**src/rtl/pipe_ctrl_pkg.sv**
```systemverilog
// rtl/pipe_ctrl_pkg.sv - shared state and settings types for the pipeline reconfiguration sequencer
package pipe_ctrl_pkg;

    localparam int THRESH_W = 26;

    typedef enum logic [2:0] {
        CFG_START,
        CFG_WAIT,
        DISCARD,
        RUN,
        PENDING,
        FLUSH,
        APPLY
    } ctrl_state_t;

    // Operator settings as one bundle, so requests and applied values compare and load in one step
    typedef struct packed {
        logic                mode;
        logic                gaussian;
        logic                sobel;
        logic [THRESH_W-1:0] threshold;
    } pipe_settings_t;

    function automatic int max_int(input int a, input int b);
        return (a > b) ? a : b;
    endfunction

endpackage

```
**src/rtl/cycle_timer.sv**
```systemverilog
// rtl/cycle_timer.sv - loadable down-counter with a done flag at zero
module cycle_timer #(
    parameter int W = 8
) (
    input  logic         clk,
    input  logic         resetn,
    input  logic         load,
    input  logic [W-1:0] load_value,
    output logic         done
);

    logic [W-1:0] count;

    // Load takes priority; otherwise count down and park at zero
    always_ff @(posedge clk) begin
        if (!resetn) begin
            count <= '0;
        end else if (load) begin
            count <= load_value;
        end else if (count != '0) begin
            count <= count - W'(1);
        end
    end

    assign done = (count == '0);

endmodule

```
**src/rtl/pipe_reconfig_ctrl.sv**
```systemverilog
// rtl/pipe_reconfig_ctrl.sv - frame-synchronous bring-up and settings-change sequencer for the video pipeline
module pipe_reconfig_ctrl
    import pipe_ctrl_pkg::*;
#(
    parameter int          FLUSH_CYCLES   = 16,
    parameter int          DISCARD_FRAMES = 2,
    parameter int          SOF_TIMEOUT    = 2_500_000,
    parameter logic [25:0] THRESH_INIT    = 26'd4000
) (
    input  logic        i_sysclk,
    input  logic        i_rstn,
    input  logic        i_sof,
    input  logic        i_cfg_done,
    input  logic        i_freeze,
    input  logic        i_req_mode,
    input  logic        i_req_gaussian,
    input  logic        i_req_sobel,
    input  logic [25:0] i_req_threshold,
    output logic        o_cfg_start,
    output logic        o_mode,
    output logic        o_gaussian_enable,
    output logic        o_sobel_enable,
    output logic [25:0] o_sobel_threshold,
    output logic        o_pipe_flush,
    output logic        o_busy,
    output logic        o_sof_timeout
);

    localparam int             CNT_W        = $clog2(max_int(FLUSH_CYCLES, SOF_TIMEOUT) + 1);
    localparam logic [CNT_W-1:0] FLUSH_LOAD   = CNT_W'(FLUSH_CYCLES - 1);
    localparam logic [CNT_W-1:0] TIMEOUT_LOAD = CNT_W'(SOF_TIMEOUT - 1);
    localparam logic [3:0]     LAST_FRAME   = 4'(DISCARD_FRAMES - 1);
    localparam pipe_settings_t RESET_SETTINGS = '{mode: 1'b0, gaussian: 1'b0, sobel: 1'b0, threshold: THRESH_INIT};

    ctrl_state_t    state;
    logic [3:0]     frame_cnt;
    pipe_settings_t req;
    pipe_settings_t snapshot;
    pipe_settings_t applied;
    logic           mismatch;
    logic           discard_last;
    logic           pend_sof;
    logic           pend_timeout;
    logic           to_flush;
    logic           to_pending;
    logic           tmr_load;
    logic [CNT_W-1:0] tmr_value;
    logic           tmr_done;

    assign req = '{mode: i_req_mode, gaussian: i_req_gaussian, sobel: i_req_sobel, threshold: i_req_threshold};
    assign mismatch = (req != applied);

    // Transition decode shared by the FSM and the timer load, so the timer starts on the same edge as the state
    always_comb begin
        discard_last = 1'b0;
        pend_sof     = 1'b0;
        pend_timeout = 1'b0;
        to_flush     = 1'b0;
        to_pending   = 1'b0;
        tmr_load     = 1'b0;
        tmr_value    = TIMEOUT_LOAD;
        discard_last = (state == DISCARD) && i_sof && (frame_cnt == LAST_FRAME);
        pend_sof     = (state == PENDING) && i_sof;
        pend_timeout = (state == PENDING) && !i_sof && mismatch && tmr_done;
        to_flush     = discard_last || pend_sof || pend_timeout;
        to_pending   = (state == RUN) && !i_freeze && mismatch;
        tmr_load     = to_flush || to_pending;
        tmr_value    = to_flush ? FLUSH_LOAD : TIMEOUT_LOAD;
    end

    cycle_timer #(
        .W(CNT_W)
    ) u_timer (
        .clk       (i_sysclk),
        .resetn    (i_rstn),
        .load      (tmr_load),
        .load_value(tmr_value),
        .done      (tmr_done)
    );

    // Sequencer FSM with registered outputs; applied settings change only on the APPLY exit edge
    always_ff @(posedge i_sysclk) begin
        if (!i_rstn) begin
            state         <= CFG_START;
            frame_cnt     <= '0;
            snapshot      <= RESET_SETTINGS;
            applied       <= RESET_SETTINGS;
            o_pipe_flush  <= 1'b1;
            o_busy        <= 1'b1;
            o_cfg_start   <= 1'b0;
            o_sof_timeout <= 1'b0;
        end else begin
            o_cfg_start <= 1'b0;
            case (state)
                CFG_START: begin
                    o_cfg_start <= 1'b1;
                    state       <= CFG_WAIT;
                end
                CFG_WAIT: begin
                    if (i_cfg_done) begin
                        frame_cnt <= '0;
                        state     <= DISCARD;
                    end
                end
                DISCARD: begin
                    if (discard_last) begin
                        snapshot <= req;
                        state    <= FLUSH;
                    end else if (i_sof) begin
                        frame_cnt <= frame_cnt + 4'd1;
                    end
                end
                RUN: begin
                    o_pipe_flush <= i_freeze;
                    if (to_pending) begin
                        o_busy <= 1'b1;
                        state  <= PENDING;
                    end
                end
                PENDING: begin
                    if (to_flush) begin
                        snapshot     <= req;
                        o_pipe_flush <= 1'b1;
                        state        <= FLUSH;
                        if (pend_timeout) begin
                            o_sof_timeout <= 1'b1;
                        end
                    end else if (!mismatch) begin
                        o_pipe_flush <= i_freeze;
                        o_busy       <= 1'b0;
                        state        <= RUN;
                    end
                end
                FLUSH: begin
                    if (tmr_done) begin
                        state <= APPLY;
                    end
                end
                APPLY: begin
                    applied      <= snapshot;
                    o_pipe_flush <= i_freeze;
                    o_busy       <= 1'b0;
                    state        <= RUN;
                end
                default: begin
                    state <= CFG_START;
                end
            endcase
        end
    end

    assign o_mode            = applied.mode;
    assign o_gaussian_enable = applied.gaussian;
    assign o_sobel_enable    = applied.sobel;
    assign o_sobel_threshold = applied.threshold;

endmodule

```
**config.mk**
```make
export PLATFORM = sky130hd
export DESIGN_NAME = pipe_reconfig_ctrl
export DESIGN_NICKNAME = d
export VERILOG_FILES = /design/src/rtl/pipe_ctrl_pkg.sv /design/src/rtl/cycle_timer.sv /design/src/rtl/pipe_reconfig_ctrl.sv
export SDC_FILE = /design/constraint.sdc
export NUM_CORES = 1
export LEC_CHECK = 0
export CAP_MARGIN = 20
export CORE_MARGIN = 10
export CORE_UTILIZATION = 40
export DETAILED_ROUTE_END_ITERATION = 10
export PLACE_DENSITY = 0.62
export SETUP_SLACK_MARGIN = 0.4
export SLEW_MARGIN = 20
export SYNTH_ARGS = -nofsm -noshare
export SYNTH_HDL_FRONTEND = slang
export SYNTH_SLANG_ARGS = --single-unit
```
**constraint.sdc**
```tcl
create_clock -name i_sysclk -period 3.45 [get_ports i_sysclk]
set_input_delay 0.345 -clock i_sysclk [delete_from_list [all_inputs] [get_ports i_sysclk]]
set_output_delay 0.345 -clock i_sysclk [all_outputs]
set_load 0.01 [all_outputs]
```
==> flow_summary.toml <==
[drt]
dr.pass1.iters = 4
wl_um = 9950
drt_iter0_drc = 174
post_drt_wl_per_cell_um = 15.0
drc = 0
viasPerCell = 5.10
drtAntennaViolNets = 0
vias = 3388

[worst_setup_path]
path_max_fanout = 20
crit_path_end_kind = "flip-flop"
crit_required_ns = 3.70
critPathKind = "input pin to flip-flop"
cp.arrival_ns = 2.85
reg2reg_from = "u_timer.count[2]"
crit_start = "i_req_threshold[14]"
path_cells = "clkdlybuf4s50_1 -> xor2_1 -> nor4_1 -> nand4_1 -> nor4_4 -> buf_4 -> o31a_2 -> buf_12 -> a21boi_0 -> o21a_1"
cpMaxStageDelayCell = "nor4_1"
critPathMaxStageDelay_ns = 0.47
cp-start-kind = "input pin"

[logic_synthesis]
synth_nets = 503
synth_cell_types = 51
yosysWarnings = 0
ys_top_cells_by_area = "dfxtp_1 (44%), nand2_1 (7.8%), mux2i_1 (7.3%)"
synth_edf_count = 0
synth_top_area_cell = "dfxtp_1"
synth.top_cells.by_count = "dfxtp_1 (91), nand2_1 (85), a21oi_1 (47)"
ys_seq_area_share_pct = 44.5
syn_area_sq_um = 4090
synth_flop_cell = "dfxtp_1"
syn-instance-count = 465
async_flop_share_pct = 0
synth.most_common_cell = "dfxtp_1"
synth_top_area_share_pct = 44.5
ys_ff_latch = 91
syn_area_per_cell_sq_um = 8.80

[floorplanning]
die_w_um = 121
start_util_pct = 41.5
io_pins = 67
core-area_sq_um = 9860
rows = 36
die_area_sq_um = 14700
die_y_um = 121

[sta]
rsz0062_at_grt = "no"
fin_ws_ns = 0.854
setup_violations = 0
min_period_ns = 2.60
relSlewSlack_pct = 43.9
fin_skew_ns = 0.0118
hold_viol_final = 0
period_share_pct = 75.2
timing.final.max_slew_violations = 0
fmax_mhz = 385
tightest_slew_ns = 0.842
finalSetupTns_ns = 0

[final_layout]
drive_gt1_share_pct = 7.53
num-fill-cells = 915
syn_to_final_growth_pct = 23.8
diodes = 0
fin_nets = 565
final_cell_area_sq_um = 5070
final_core_util_pct = 51.4

[clock_tree]
htreeDepth = 3
cts_tree = "done"
root_buffer = "clkbuf_8"
clock_latency_ns = 0.35
clk_pin_slew_ns = 0.08
clock-sinks = 91
cts_setup_buffers = 0
ctsHoldBuffers = 0
clock_path_buffers = 2
cts_resized = 0
cts_buffers = 9

[global_route]
grt_pass1_vias = 3299
top_usage_layer = "met2"
use_met1_pct = 16.5
grt_use_met3_pct = 5.49
grt_max_degree = 43
grt_usage_pct = 13.6
grt-ovfl-total = 0
grt_pass1_wl_um = 16300
antenna_found_initial = 0
grtUsageMet2_pct = 21.6

[power]
p_per_area_nw_per_um2 = 628
p_leak_nw = 2.06
ir_drop_mv = 0.241

[min_path]
hold_path.class = "flip-flop to flip-flop"
min_from = "snapshot[18]"

[placement]
dp_hpwl_um = 7110
place.gp.congestion = 0.821
portBuffers = 66
pre_cts_slack_ns = 0.480
placed_area_sq_um = 4860

[outcome]
status = "finished, final reports clean"

[job]
maxCapViolations = 0
per-stage QoR:
step           power [mW]  cells  hold WS, ns
6_report             3.19    664        0.455
5_1_grt              3.39    664        0.480
4_1_cts              3.21    664        0.459
3_5_place_dp         2.43    649        0.443
3_3_place_gp         2.41    649        0.437
2_1_floorplan        2.19    465        0.432
critical path, delay by kind of cell:
kind | cells | cell delay, ns
buffers and inverters | 3 | 0.87
AND/OR/NAND/NOR | 3 | 0.85
AO/OA/AOI/OAI | 3 | 0.62
XOR/XNOR | 1 | 0.16
logic make-up after synthesis:
kind of cell             synth area share, %
multiplexers                            7.61
adder cells (fa/ha/maj)                 1.22
AO/OA/AOI/OAI                           9.47
XOR/XNOR                                9.63
buffers and inverters                   3.39
AND/OR/NAND/NOR                         24.2
flip-flops                              44.5
flip-flops by register name (all words and copies together) (netlist names), 3 cells and up:
name,flops
u_timer.count,22
frame_cnt,4
o_sobel_threshold,26
state,3
snapshot,29
metal layers:
| layer | wire length [um] | vias to the layer above |
|---|---|---|
| met4 | 131 | 0 |
| met2 | 4590 | 68 |
| met3 | 600 | 10 |
| met1 | 4630 | 1603 |
| met5 | 0 | - |
| li1 | - | 1707 |
power by group:
group	switching, mW	total, mW	internal [mW]
Combinational	0.561	1.06	0.497
Sequential	0.151	1.35	1.20
Clock	0.367	0.773	0.406
Total	1.08	3.19	2.11
area by class of cell:
cell class,instances,area [sq um],share of cell area (%)
multi-input combinational,348,2140,42.2
sequential,91,1820,35.9
timing repair buffer,72,718,14.2
tap,133,166,3.28
clock buffer,11,131,2.59
clock inverter,4,76.3,1.51
inverter,5,18.8,0.370
cells in the final DEF (no fill, tap or decap), types with 4 or more instances in the layout:
master           instances
clkbuf_8                 9
nor2_1                  39
o21ai_0                  7
clkdlybuf4s50_1         66
xnor2_1                 19
ha_1                     4
nand3_1                 10
xor2_1                  26
buf_4                    5
or3_1                    7
a21oi_1                 47
nor2b_1                  6
nand2_1                 84
inv_1                    5
dfxtp_1                 91
nand4_1                  4
mux2i_1                 30
nor3_1                  14
nor4_1                   7
final timing paths:
check / endpoint / slack (ns) / cells past startpoint
max: state[2] / 0.85 / 10
min: o_sobel_threshold[18] / 0.45 / 2
max reg2reg: state[2] / 0.93 / 7
min reg2reg: o_sobel_threshold[18] / 0.45 / 2
(Power assumes the default switching activity.)
